$ cat config.mk
export PLATFORM = sky130hd
export DESIGN_NAME = uart_rx_ctrl
export DESIGN_NICKNAME = d
export VERILOG_FILES = /design/src/rtl/uart_rx_ctrl.sv
export SDC_FILE = /design/constraint.sdc
export NUM_CORES = 1
export LEC_CHECK = 0
export ABC_AREA = 1
export CORE_MARGIN = 2
export CORE_UTILIZATION = 44
export DETAILED_ROUTE_END_ITERATION = 8
export HOLD_SLACK_MARGIN = 0.03
export PLACE_DENSITY = 0.78
export RECOVER_POWER = 100
export SYNTH_ARGS = -nofsm -noshare
export SYNTH_HDL_FRONTEND = slang
export SYNTH_SLANG_ARGS = --single-unit
$ cat constraint.sdc
create_clock -name clk -period 1.91 [get_ports clk]
set_input_delay 0.382 -clock clk [delete_from_list [all_inputs] [get_ports clk]]
set_output_delay 0.382 -clock clk [all_outputs]
set_load 0.005 [all_outputs]
$ cat src/rtl/uart_rx_ctrl.sv
// UART receive frame sequencer: walks start/data/parity/stop bits, strobes the
// checkers and deserializer at the sample point, and qualifies the received byte.
module uart_rx_ctrl #(
   parameter int DATA_WIDTH = 8
) (
   input  logic       clk,
   input  logic       rst_n,
   input  logic       rx_in,
   input  logic       PAR_EN,
   input  logic [5:0] Prescale,
   input  logic [4:0] edge_cnt,
   input  logic [3:0] bit_cnt,
   input  logic       strt_glitch,
   input  logic       par_err,
   input  logic       stp_err,
   output logic       cnt_en,
   output logic       samp_en,
   output logic       strt_chk_en,
   output logic       par_chk_en,
   output logic       stp_chk_en,
   output logic       deser_en,
   output logic       data_valid,
   output logic       par_error,
   output logic       frm_error
);

   typedef enum logic [2:0] {IDLE, START, DATA, PARITY, STOP, VALID} state_t;

   localparam logic [3:0] LAST_BIT = 4'(DATA_WIDTH);

   state_t     state, next_state;
   logic [5:0] mid, edge_ext;
   logic       sample_done, bit_end, frame_start;
   logic       par_en_q, par_flag;

   // Majority vote uses MID-1..MID+1, so the sampled bit is settled two edges past MID.
   assign mid         = Prescale >> 1;
   assign edge_ext    = {1'b0, edge_cnt};
   assign sample_done = (edge_ext == mid + 6'd2);
   assign bit_end     = (edge_ext == Prescale - 6'd1);
   assign frame_start = ((state == IDLE) || (state == VALID)) && !rx_in;

   always_ff @(posedge clk or negedge rst_n) begin
      if (!rst_n) state <= IDLE;
      else        state <= next_state;
   end

   always_comb begin
      next_state = state;
      case (state)
         IDLE:   if (!rx_in) next_state = START;
         START:  if (bit_end) next_state = strt_glitch ? IDLE : DATA;
         DATA:   if (bit_end && (bit_cnt == LAST_BIT)) next_state = par_en_q ? PARITY : STOP;
         PARITY: if (bit_end) next_state = STOP;
         STOP:   if (bit_end) next_state = VALID;
         VALID:  next_state = rx_in ? IDLE : START;
         default: next_state = IDLE;
      endcase
   end

   always_comb begin
      cnt_en      = 1'b0;
      samp_en     = 1'b0;
      strt_chk_en = 1'b0;
      par_chk_en  = 1'b0;
      stp_chk_en  = 1'b0;
      deser_en    = 1'b0;
      case (state)
         START: begin
            cnt_en      = 1'b1;
            samp_en     = 1'b1;
            strt_chk_en = sample_done;
         end
         DATA: begin
            cnt_en   = 1'b1;
            samp_en  = 1'b1;
            deser_en = sample_done;
         end
         PARITY: begin
            cnt_en     = 1'b1;
            samp_en    = 1'b1;
            par_chk_en = sample_done;
         end
         STOP: begin
            cnt_en     = 1'b1;
            samp_en    = 1'b1;
            stp_chk_en = sample_done;
         end
         default: ;
      endcase
   end

   // Frame-level flags: error flags stay visible until the next start bit.
   always_ff @(posedge clk or negedge rst_n) begin
      if (!rst_n) begin
         data_valid <= 1'b0;
         par_error  <= 1'b0;
         frm_error  <= 1'b0;
         par_en_q   <= 1'b0;
         par_flag   <= 1'b0;
      end else begin
         data_valid <= 1'b0;
         if (frame_start) begin
            par_en_q  <= PAR_EN;
            par_flag  <= 1'b0;
            par_error <= 1'b0;
            frm_error <= 1'b0;
         end
         if ((state == PARITY) && bit_end) par_flag <= par_err;
         if ((state == STOP) && bit_end) begin
            par_error  <= par_flag;
            frm_error  <= stp_err;
            data_valid <= !par_flag && !stp_err;
         end
      end
   end

endmodule

==> flow_summary.json, run 1 <==
{
  "relSlewSlack_pct": 76.4,
  "first_iter_violations": 25,
  "synthMuxAreaShare_pct": 0,
  "route.vias.total": 1082,
  "layout_commonest_cell": "nand2_1",
  "rsz0062_at_grt": "true",
  "path_class": "input port to output pin",
  "wl_per_cell_um": 11.6,
  "drv_cap": 0,
  "yosys.area.top_type_share_pct": 22.6,
  "finalClockSkew_ps": 4.64,
  "dieArea_mm2": 0.00239,
  "h-tree-depth": 1,
  "cpMaxStageDelayCell": "buf_4",
  "crit_buf_inv": 3,
  "nFillCells": 163,
  "most-common-layout-cells": "42 x nand2_1, 20 x buf_4, 18 x inv_1",
  "route.detailed.drc": 0,
  "rows": 16,
  "regToRegEndpoint": "state[1]",
  "clkLatencyLatePin_ps": 250,
  "worst_slew_pin_slew_ps": 353,
  "hp-class": "input port to asynchronous set/reset pin",
  "drv_slew": 0,
  "gp_congestion": 0.806,
  "ys_seq_area_share_pct": 22.6,
  "ant_nets": 0,
  "cts_root_buffer": "clkbuf_4",
  "synth-compound-area-share_pct": 5.78,
  "cts_made_buffers": 3,
  "grt_use_total_pct": 22.8,
  "synth-seq-cells": 8,
  "crit_cells": 9,
  "ys_warn_count": 0,
  "grt_max_degree": 9,
  "pwr-share-clk_pct": 13.5,
  "r2r_slack_ps": 440,
  "p_total_w": 0.000939,
  "drive_gt1_share_pct": 29.5,
  "dr.pass1.iters": 4,
  "place.port_buffers": 30,
  "synth_top_family_by_area": "simple AND/OR/NAND/NOR gates",
  "mappedNetlistArea_um2": 887,
  "cp_cell_sequence": "buf_8, ha_4, xnor2_2, xor2_1, nor3_2, o211ai_1, buf_4, nor2_2, buf_2",
  "vias_per_cell": 4.92,
  "setup_viol": 4,
  "grt_pass1_vias": 1054,
  "core-area_mm2": 0.00192,
  "fin_crit_ps": 1980,
  "ys_types": 25,
  "crit_family": "buffers and inverters",
  "crit_end": "strt_chk_en",
  "setup_ws_ps": -66.2,
  "start_util_pct": 46.2,
  "tns_ps": -237,
  "critPathMaxFanout": 3,
  "cellLeakagePower_nw": 0.764,
  "synth_xor_area_share_pct": 7.90,
  "syn_nets": 168,
  "crit_path_end_kind": "output pin",
  "violations": "setup timing",
  "clockBufferDepth": 2,
  "synthSimpleGateAreaFrac_pct": 44.6,
  "synth_area_leaders": "dfrtp_1 23%, nand2_1 18%, nand3_1 9.0%, inv_1 8.9%, nor2_1 6.8%",
  "r2r_start": "state[1]",
  "synth.avg_cell_area_um2": 6.25,
  "switching_share_pct": 44.3,
  "nNetsFinal": 221,
  "ctsHoldBuffers": 0,
  "dpl_cell_area_mm2": 0.00132,
  "combPwrFrac_pct": 60.6,
  "p_int_w": 0.000523,
  "finalHoldViolations": 0,
  "clk_pin_slew_ps": 50,
  "crit_start": "Prescale[3]",
  "die_y_um": 48.9,
  "syn2layout_area_growth_pct": 57.7,
  "design_area_mm2": 0.00140,
  "period_share_pct": 103,
  "antenna_found_initial": 0,
  "startpoint_type": "input port",
  "p_per_area_mw_per_mm2": 671,
  "r2r_cells": 9,
  "hpwl_um": 1950,
  "outcome": "finished with violations",
  "fmax_mhz": 506,
  "synth_area_leader_cell": "dfrtp_1",
  "io_pins": 31,
  "grt_overflow": 0,
  "cts_sinks": 8,
  "antennaDiodeCount": 0,
  "syn_inst": 142,
  "slowest_delay_ps": 180,
  "ir_worst_vdd_mv": 0.602,
  "cts_tree": "yes",
  "grt_pass1_wl_um": 4310,
  "die_x_um": 48.9,
  "sequentialPowerShare_pct": 25.8,
  "p_switching_w": 0.000416,
  "crit_required_ps": 1530,
  "wirelength_um": 2560,
  "worst_ep_arrival_time_ps": 1590,
  "synthAdderAreaFrac_pct": 5.64
}
==> through the flow <==
| stage | utilization, % | instances | hold WS, ps | setup slack (ps) |
|---|---|---|---|---|
| after detailed placement | 68.4 | 212 | 515 | -907 |
| after floorplan | - | 142 | 86.4 | 249 |
| after global routing | 72.8 | 220 | 503 | -117 |
| after CTS | 72.8 | 220 | 414 | -57.6 |
| after global placement | 68.4 | 212 | 511 | -835 |
| final | 72.8 | 220 | 471 | -66.2 |
==> worst min-delay path by stage <==
stage                     slack, ps  startpoint  cells after the start         end
after floorplan                  90       rst_n                      0  data_valid
after global routing            500       rst_n                      1    par_en_q
after detailed placement        520    par_en_q                      2    par_en_q
final                           470       rst_n                      1  data_valid
after global placement          510    par_en_q                      2    par_en_q
after CTS                       410       rst_n                      1  data_valid
==> final cells by class <==
cell class / count / area, um2 / share of cell area [%]
well taps: 27 / 33.8 / 2.42
clock buffers: 3 / 22.5 / 1.61
repair buffers: 50 / 427 / 30.5
flip-flops and latches: 8 / 200 / 14.3
inverters: 27 / 106 / 7.60
multi-input cells: 105 / 609 / 43.6
==> flip-flops by register name, summed over array words and instances (netlist names) <==
register	flops
data_valid	1
frm_error	1
par_en_q	1
par_error	1
par_flag	1
state	3
==> power groups by stage <==
| stage | sequential (W) | clock (W) | combinational [W] |
|---|---|---|---|
| after floorplan | 0.000233 | 0 | 0.000363 |
| after global placement | 0.000241 | 0 | 0.000542 |
| after detailed placement | 0.000241 | 0 | 0.000565 |
| after CTS | 0.000238 | 0.000131 | 0.000562 |
| after global routing | 0.000245 | 0.000142 | 0.000631 |
| final | 0.000243 | 0.000127 | 0.000569 |
==> logic make-up (layout without fill, tap and decap cells) <==
family,count (synthesis),after routing
DFF,8,8
buffers and inverters,29,80
xor gates and xnor gates,8,8
AOI/OAI and AO/OA,7,7
and+or+nand+nor,86,86
adders and majority gates,4,4
==> worst register-to-register path, delay by kind of cell (launching register included) <==
kind,cells,cell delay [ps]
buffers and inverters,3,230
AND/OR/NAND/NOR,5,610
AO/OA/AOI/OAI,1,90
flip-flops,1,410
==> metal layers <==
metal  GRT usage (%)  part of all wire [%]  up-vias
li1                -                     -      541
met5               0                     0        -
met1            24.6                    41      495
met2            44.3                    53       42
met3            4.60                   5.7        4
met4            6.67                  0.90        0
==> cell usage after synthesis, drive strengths merged <==
master / number
nand2: 45
inv: 27
nor2: 19
nand3: 18
dfrtp: 8
xor2: 6
ha: 4
a21oi: 3
buf: 2
o211ai: 2
o21ai: 2
xnor2: 2
nand3b: 1
nand4: 1
nor3: 1
nor4: 1
==> what timing repair did <==
item | in CTS | in global routing
resized for setup | 53 | 6
pin swaps | 12 | 12
endpoints found under the setup margin | 13 | 10
buffers inserted | 5 | 0
Note: power is estimated with default switching activity, not from simulation.
==> inputs of run 2 (changes only) <==
--- a/config.mk
+++ b/config.mk
@@ -7,10 +7,10 @@
 export LEC_CHECK = 0
 export ABC_AREA = 1
 export CORE_MARGIN = 2
-export CORE_UTILIZATION = 44
+export CORE_UTILIZATION = 45
 export DETAILED_ROUTE_END_ITERATION = 8
+export DONT_BUFFER_PORTS = 1
 export HOLD_SLACK_MARGIN = 0.03
-export PLACE_DENSITY = 0.78
 export RECOVER_POWER = 100
 export SYNTH_ARGS = -nofsm -noshare
 export SYNTH_HDL_FRONTEND = slang
==> flow_summary.json, run 2 (synthesis results as in run 1) <==
{
  "h-tree-depth": 1,
  "die_x_um": 48.4,
  "grt_overflow": 0,
  "cpMaxStageDelayCell": "ha_1",
  "fin_crit_ps": 1760,
  "p_int_w": 0.000407,
  "core-area_mm2": 0.00190,
  "relSlewSlack_pct": 75.6,
  "dp_cells": 167,
  "dieArea_mm2": 0.00234,
  "crit_buf_inv": 1,
  "gp_congestion": 0.862,
  "grt_pass1_vias": 787,
  "wl_per_cell_um": 10.4,
  "cellLeakagePower_nw": 0.517,
  "combPwrFrac_pct": 50.3,
  "outcome": "finished clean",
  "clkLatencyLatePin_ps": 240,
  "wirelength_um": 1780,
  "cts_root_buffer": "clkbuf_4",
  "critPathMaxFanout": 6,
  "setup_viol": 0,
  "crit_required_ps": 1530,
  "drv_slew": 0,
  "slowest_delay_ps": 250,
  "start_util_pct": 46.6,
  "p_per_area_mw_per_mm2": 800,
  "first_iter_violations": 3,
  "p_switching_w": 0.000328,
  "ir_worst_vdd_mv": 0.506,
  "final_util_pct": 48.3,
  "cts_made_buffers": 3,
  "grt_max_degree": 9,
  "most-common-layout-cells": "42 x nand2_1, 24 x inv_1, 16 x nor2_1, 16 x nand3_1, 8 x dfrtp_1",
  "worst_ep_arrival_time_ps": 1380,
  "crit_family": "simple AND/OR/NAND/NOR gates",
  "grt_use_total_pct": 16.9,
  "layout_commonest_cell": "nand2_1",
  "worst_slew_pin_slew_ps": 364,
  "nNetsFinal": 172,
  "fin_cells": 171,
  "drive_gt1_share_pct": 9.72,
  "antennaDiodeCount": 0,
  "finalHoldViolations": 0,
  "crit_path_end_kind": "output pin",
  "path_class": "input port to output pin",
  "vias_per_cell": 4.73,
  "hold_slack_ps": 196,
  "period_share_pct": 92.4,
  "cts_sinks": 8,
  "ant_nets": 0,
  "route.detailed.drc": 0,
  "rows": 16,
  "clk_pin_slew_ps": 50,
  "hp-class": "input port to register",
  "grt_pass1_wl_um": 3190,
  "finalClockSkew_ps": 0.822,
  "place.port_buffers": 0,
  "rsz0062_at_grt": "false",
  "die_y_um": 48.4,
  "route.vias.total": 809,
  "hpwl_um": 1520,
  "drv_cap": 0,
  "tns_ps": 0,
  "clockBufferDepth": 2,
  "largest_reg_flops": 3,
  "cts_tree": "yes",
  "switching_share_pct": 44.6,
  "syn2layout_area_growth_pct": 3.53,
  "startpoint_type": "input port",
  "pwr-share-clk_pct": 16.9,
  "fmax_mhz": 567,
  "p_total_w": 0.000735,
  "cp_cell_sequence": "inv_1, ha_1, xor2_1, nor3_1, o211ai_1, nor2_1",
  "sequentialPowerShare_pct": 32.8,
  "io_pins": 31,
  "dr.pass1.iters": 4,
  "antenna_found_initial": 0,
  "top_register": "state"
}
==> run 2: worst paths after layout <==
| path | from | end | slack, ps | depth (start not counted) |
|---|---|---|---|---|
| max reg2reg | state[0] | state[0] | 490 | 9 |
| max in group asynchronous | rst_n | frm_error | 1170 | 1 |
| min in group asynchronous | rst_n | state[0] | 480 | 1 |
| min reg2reg | par_flag | par_flag | 530 | 2 |
| max | Prescale[3] | par_chk_en | 150 | 6 |
| min | stp_err | data_valid | 200 | 1 |
==> run 2: cell type report <==
class	count	area, um2
Fill cell	202	983
Multi-Input combinational cell	105	551
Tap cell	27	33.8
Sequential cell	8	200
Inverter	27	101
Clock buffer	3	22.5
Timing Repair Buffer	1	10.0
==> run 2: worst register-to-register path, stage by stage, from the launching register on <==
cell and delay (ps):
dfrtp_1 390, nor2_1 60, inv_1 90, nor2_2 70, inv_1 100, nand3_1 110, a21oi_1 290, inv_1 70
nand2_1 60, nand2_1 50
==> run 2: per-stage QoR <==
step	worst slack (ps)	instance area [um2]
finish	146	918
detailed placement	119	902
global placement	156	902
CTS	117	935
floorplan	249	887
global route	17.8	918
==> run 2: layer usage <==
metal  track usage [%]  vias up  part of all wire, %  wire [um]
met4              4.29        0                    0          0
met5                 0        -                    0          0
met1              23.5      344                   50        896
li1                  -      444                    -          -
met3              3.40        0                  7.4        132
met2              26.9       21                   42        754
==> run 2: timing repair <==
action | in CTS | in global routing
hold buffers | 1 | 0
endpoints found under the setup margin | 0 | 3
resized for setup | 0 | 1
setup buffers | 0 | 0
endpoints found under the hold margin | 8 | 0
==> run 2: power by group through the flow <==
stage                     registers, W  logic (W)  clock network, W
after floorplan               0.000233   0.000363                 0
after CTS                     0.000241   0.000403          0.000133
after global routing          0.000248   0.000437          0.000137
after global placement        0.000243   0.000391                 0
final                         0.000241   0.000369          0.000124
after detailed placement      0.000244   0.000395                 0
==> inputs of run 3 (changes only) <==
--- a/config.mk
+++ b/config.mk
@@ -12,6 +12,7 @@
 export DONT_BUFFER_PORTS = 1
 export HOLD_SLACK_MARGIN = 0.03
 export RECOVER_POWER = 100
+export SKIP_LAST_GASP = 1
 export SYNTH_ARGS = -nofsm -noshare
 export SYNTH_HDL_FRONTEND = slang
 export SYNTH_SLANG_ARGS = --single-unit
==> constraint.sdc (replaced) <==
create_clock -name clk -period 2.2 [get_ports clk]
set_input_delay 0.44 -clock clk [delete_from_list [all_inputs] [get_ports clk]]
set_output_delay 0.44 -clock clk [all_outputs]
set_load 0.005 [all_outputs]
==> flow_summary.json, run 3 (synthesis results as in run 1) <==
{
  "cts_setup_buffers": 0,
  "hold_slack_ps": 254,
  "dp_cells": 167,
  "cellLeakagePower_nw": 0.514,
  "crit_start": "Prescale[3]",
  "grt_max_degree": 9,
  "die_x_um": 48.4,
  "cts_sinks": 8,
  "antenna_found_initial": 0,
  "nFillCells": 199,
  "dieArea_mm2": 0.00234,
  "p_per_area_mw_per_mm2": 692,
  "outcome": "finished clean",
  "finalClockSkew_ps": 3.07,
  "route.vias.total": 798,
  "drv_slew": 0,
  "fmax_mhz": 529,
  "crit_path_end_kind": "output pin",
  "setup_viol": 0,
  "rsz0062_at_grt": "false",
  "wirelength_um": 1790,
  "largest_reg_flops": 3,
  "grt_use_total_pct": 16.8,
  "drive_gt1_share_pct": 9.03,
  "crit_required_ps": 1760,
  "dr.pass1.iters": 4,
  "drv_cap": 0,
  "cts_made_buffers": 3,
  "pwr-share-clk_pct": 17.2,
  "worst_ep_arrival_time_ps": 1450,
  "design_area_um2": 916,
  "r2r_slack_ps": 680,
  "fin_cells": 171,
  "ant_nets": 0,
  "switching_share_pct": 44.3,
  "finalHoldViolations": 0,
  "hpwl_um": 1520,
  "cts_root_buffer": "clkbuf_4",
  "cts_tree": "yes",
  "grt_pass1_wl_um": 3200,
  "r2r_start": "state[0]",
  "ir_worst_vdd_mv": 0.452,
  "sequentialPowerShare_pct": 33.0,
  "tns_ps": 0,
  "critPathMaxFanout": 6,
  "syn2layout_area_growth_pct": 3.24,
  "layout_commonest_cell": "nand2_1",
  "grt_overflow": 0,
  "dpl_cell_area_um2": 902,
  "ctsHoldBuffers": 1,
  "most-common-layout-cells": "42 x nand2_1, 23 x inv_1, 17 x nor2_1",
  "wl_per_cell_um": 10.5,
  "vias_per_cell": 4.67,
  "top_register": "state",
  "place.port_buffers": 0,
  "hp-start": "stp_err",
  "startpoint_type": "input port",
  "start_util_pct": 46.6,
  "clockBufferDepth": 2,
  "cts_resized": 0,
  "fin_crit_ps": 1890,
  "nNetsFinal": 172,
  "gp_congestion": 0.863,
  "hp-class": "input port to register",
  "clkLatencyLatePin_ps": 250,
  "route.detailed.drc": 0,
  "antennaDiodeCount": 0,
  "first_iter_violations": 6,
  "path_class": "input port to output pin",
  "p_switching_w": 0.000281,
  "final_util_pct": 48.2,
  "io_pins": 31,
  "grt_pass1_vias": 786,
  "die_y_um": 48.4,
  "clk_pin_slew_ps": 50,
  "h-tree-depth": 1,
  "rows": 16,
  "combPwrFrac_pct": 49.8,
  "worst_slew_pin_slew_ps": 358,
  "period_share_pct": 85.9,
  "core-area_mm2": 0.00190,
  "relSlewSlack_pct": 76.1,
  "p_int_w": 0.000353
}
run 3: cell types whose count changed in the layout (fill, tap and decap cells not counted), sizes merged:
cell,previous run,this run
clkinv,0,1
inv,27,26
run 3: per-layer routing:
layer | vias up | part of all wire, % | GRT usage [%]
met5 | - | 0 | 0
met4 | 0 | 0 | 4.29
met3 | 0 | 5.9 | 3.40
met2 | 20 | 42 | 27.5
met1 | 338 | 52 | 22.7
li1 | 440 | - | -
run 3: area by class of cell:
| class | count | area [um2] | share of cell area (%) |
|---|---|---|---|
| sequential | 8 | 200 | 21.9 |
| tap | 27 | 33.8 | 3.69 |
| timing repair buffer | 1 | 10.0 | 1.09 |
| multi-input combinational | 105 | 548 | 59.8 |
| inverter | 27 | 101 | 11.1 |
| clock buffer | 3 | 22.5 | 2.46 |
run 3: worst max-delay path, cell delays in order:
cell      delay (ps)
inv_1            100
ha_1             260
xor2_1           140
nor3_1           160
o211ai_1         180
nor2_1           170
run 3: through the flow:
| step | power, W | setup WS (ps) |
|---|---|---|
| 2_1_floorplan | 0.000517 | 423 |
| 3_3_place_gp | 0.000550 | 322 |
| 3_5_place_dp | 0.000555 | 297 |
| 4_1_cts | 0.000674 | 297 |
| 5_1_grt | 0.000709 | 144 |
| 6_report | 0.000634 | 310 |
run 3: worst paths after layout:
kind / cells after the start / endpoint
min: 1 / data_valid
max in group asynchronous: 1 / frm_error
max: 6 / par_chk_en
min in group asynchronous: 1 / state[0]
max reg2reg: 8 / state[1]
min reg2reg: 2 / par_flag
run 3: power groups by stage:
stage          combinational, W  clock, W  sequential (W)
5_1_grt                0.000375  0.000118        0.000215
3_3_place_gp           0.000339         0        0.000211
2_1_floorplan          0.000315         0        0.000202
3_5_place_dp           0.000343         0        0.000212
4_1_cts                0.000349  0.000116        0.000209
6_report               0.000316  0.000109        0.000209
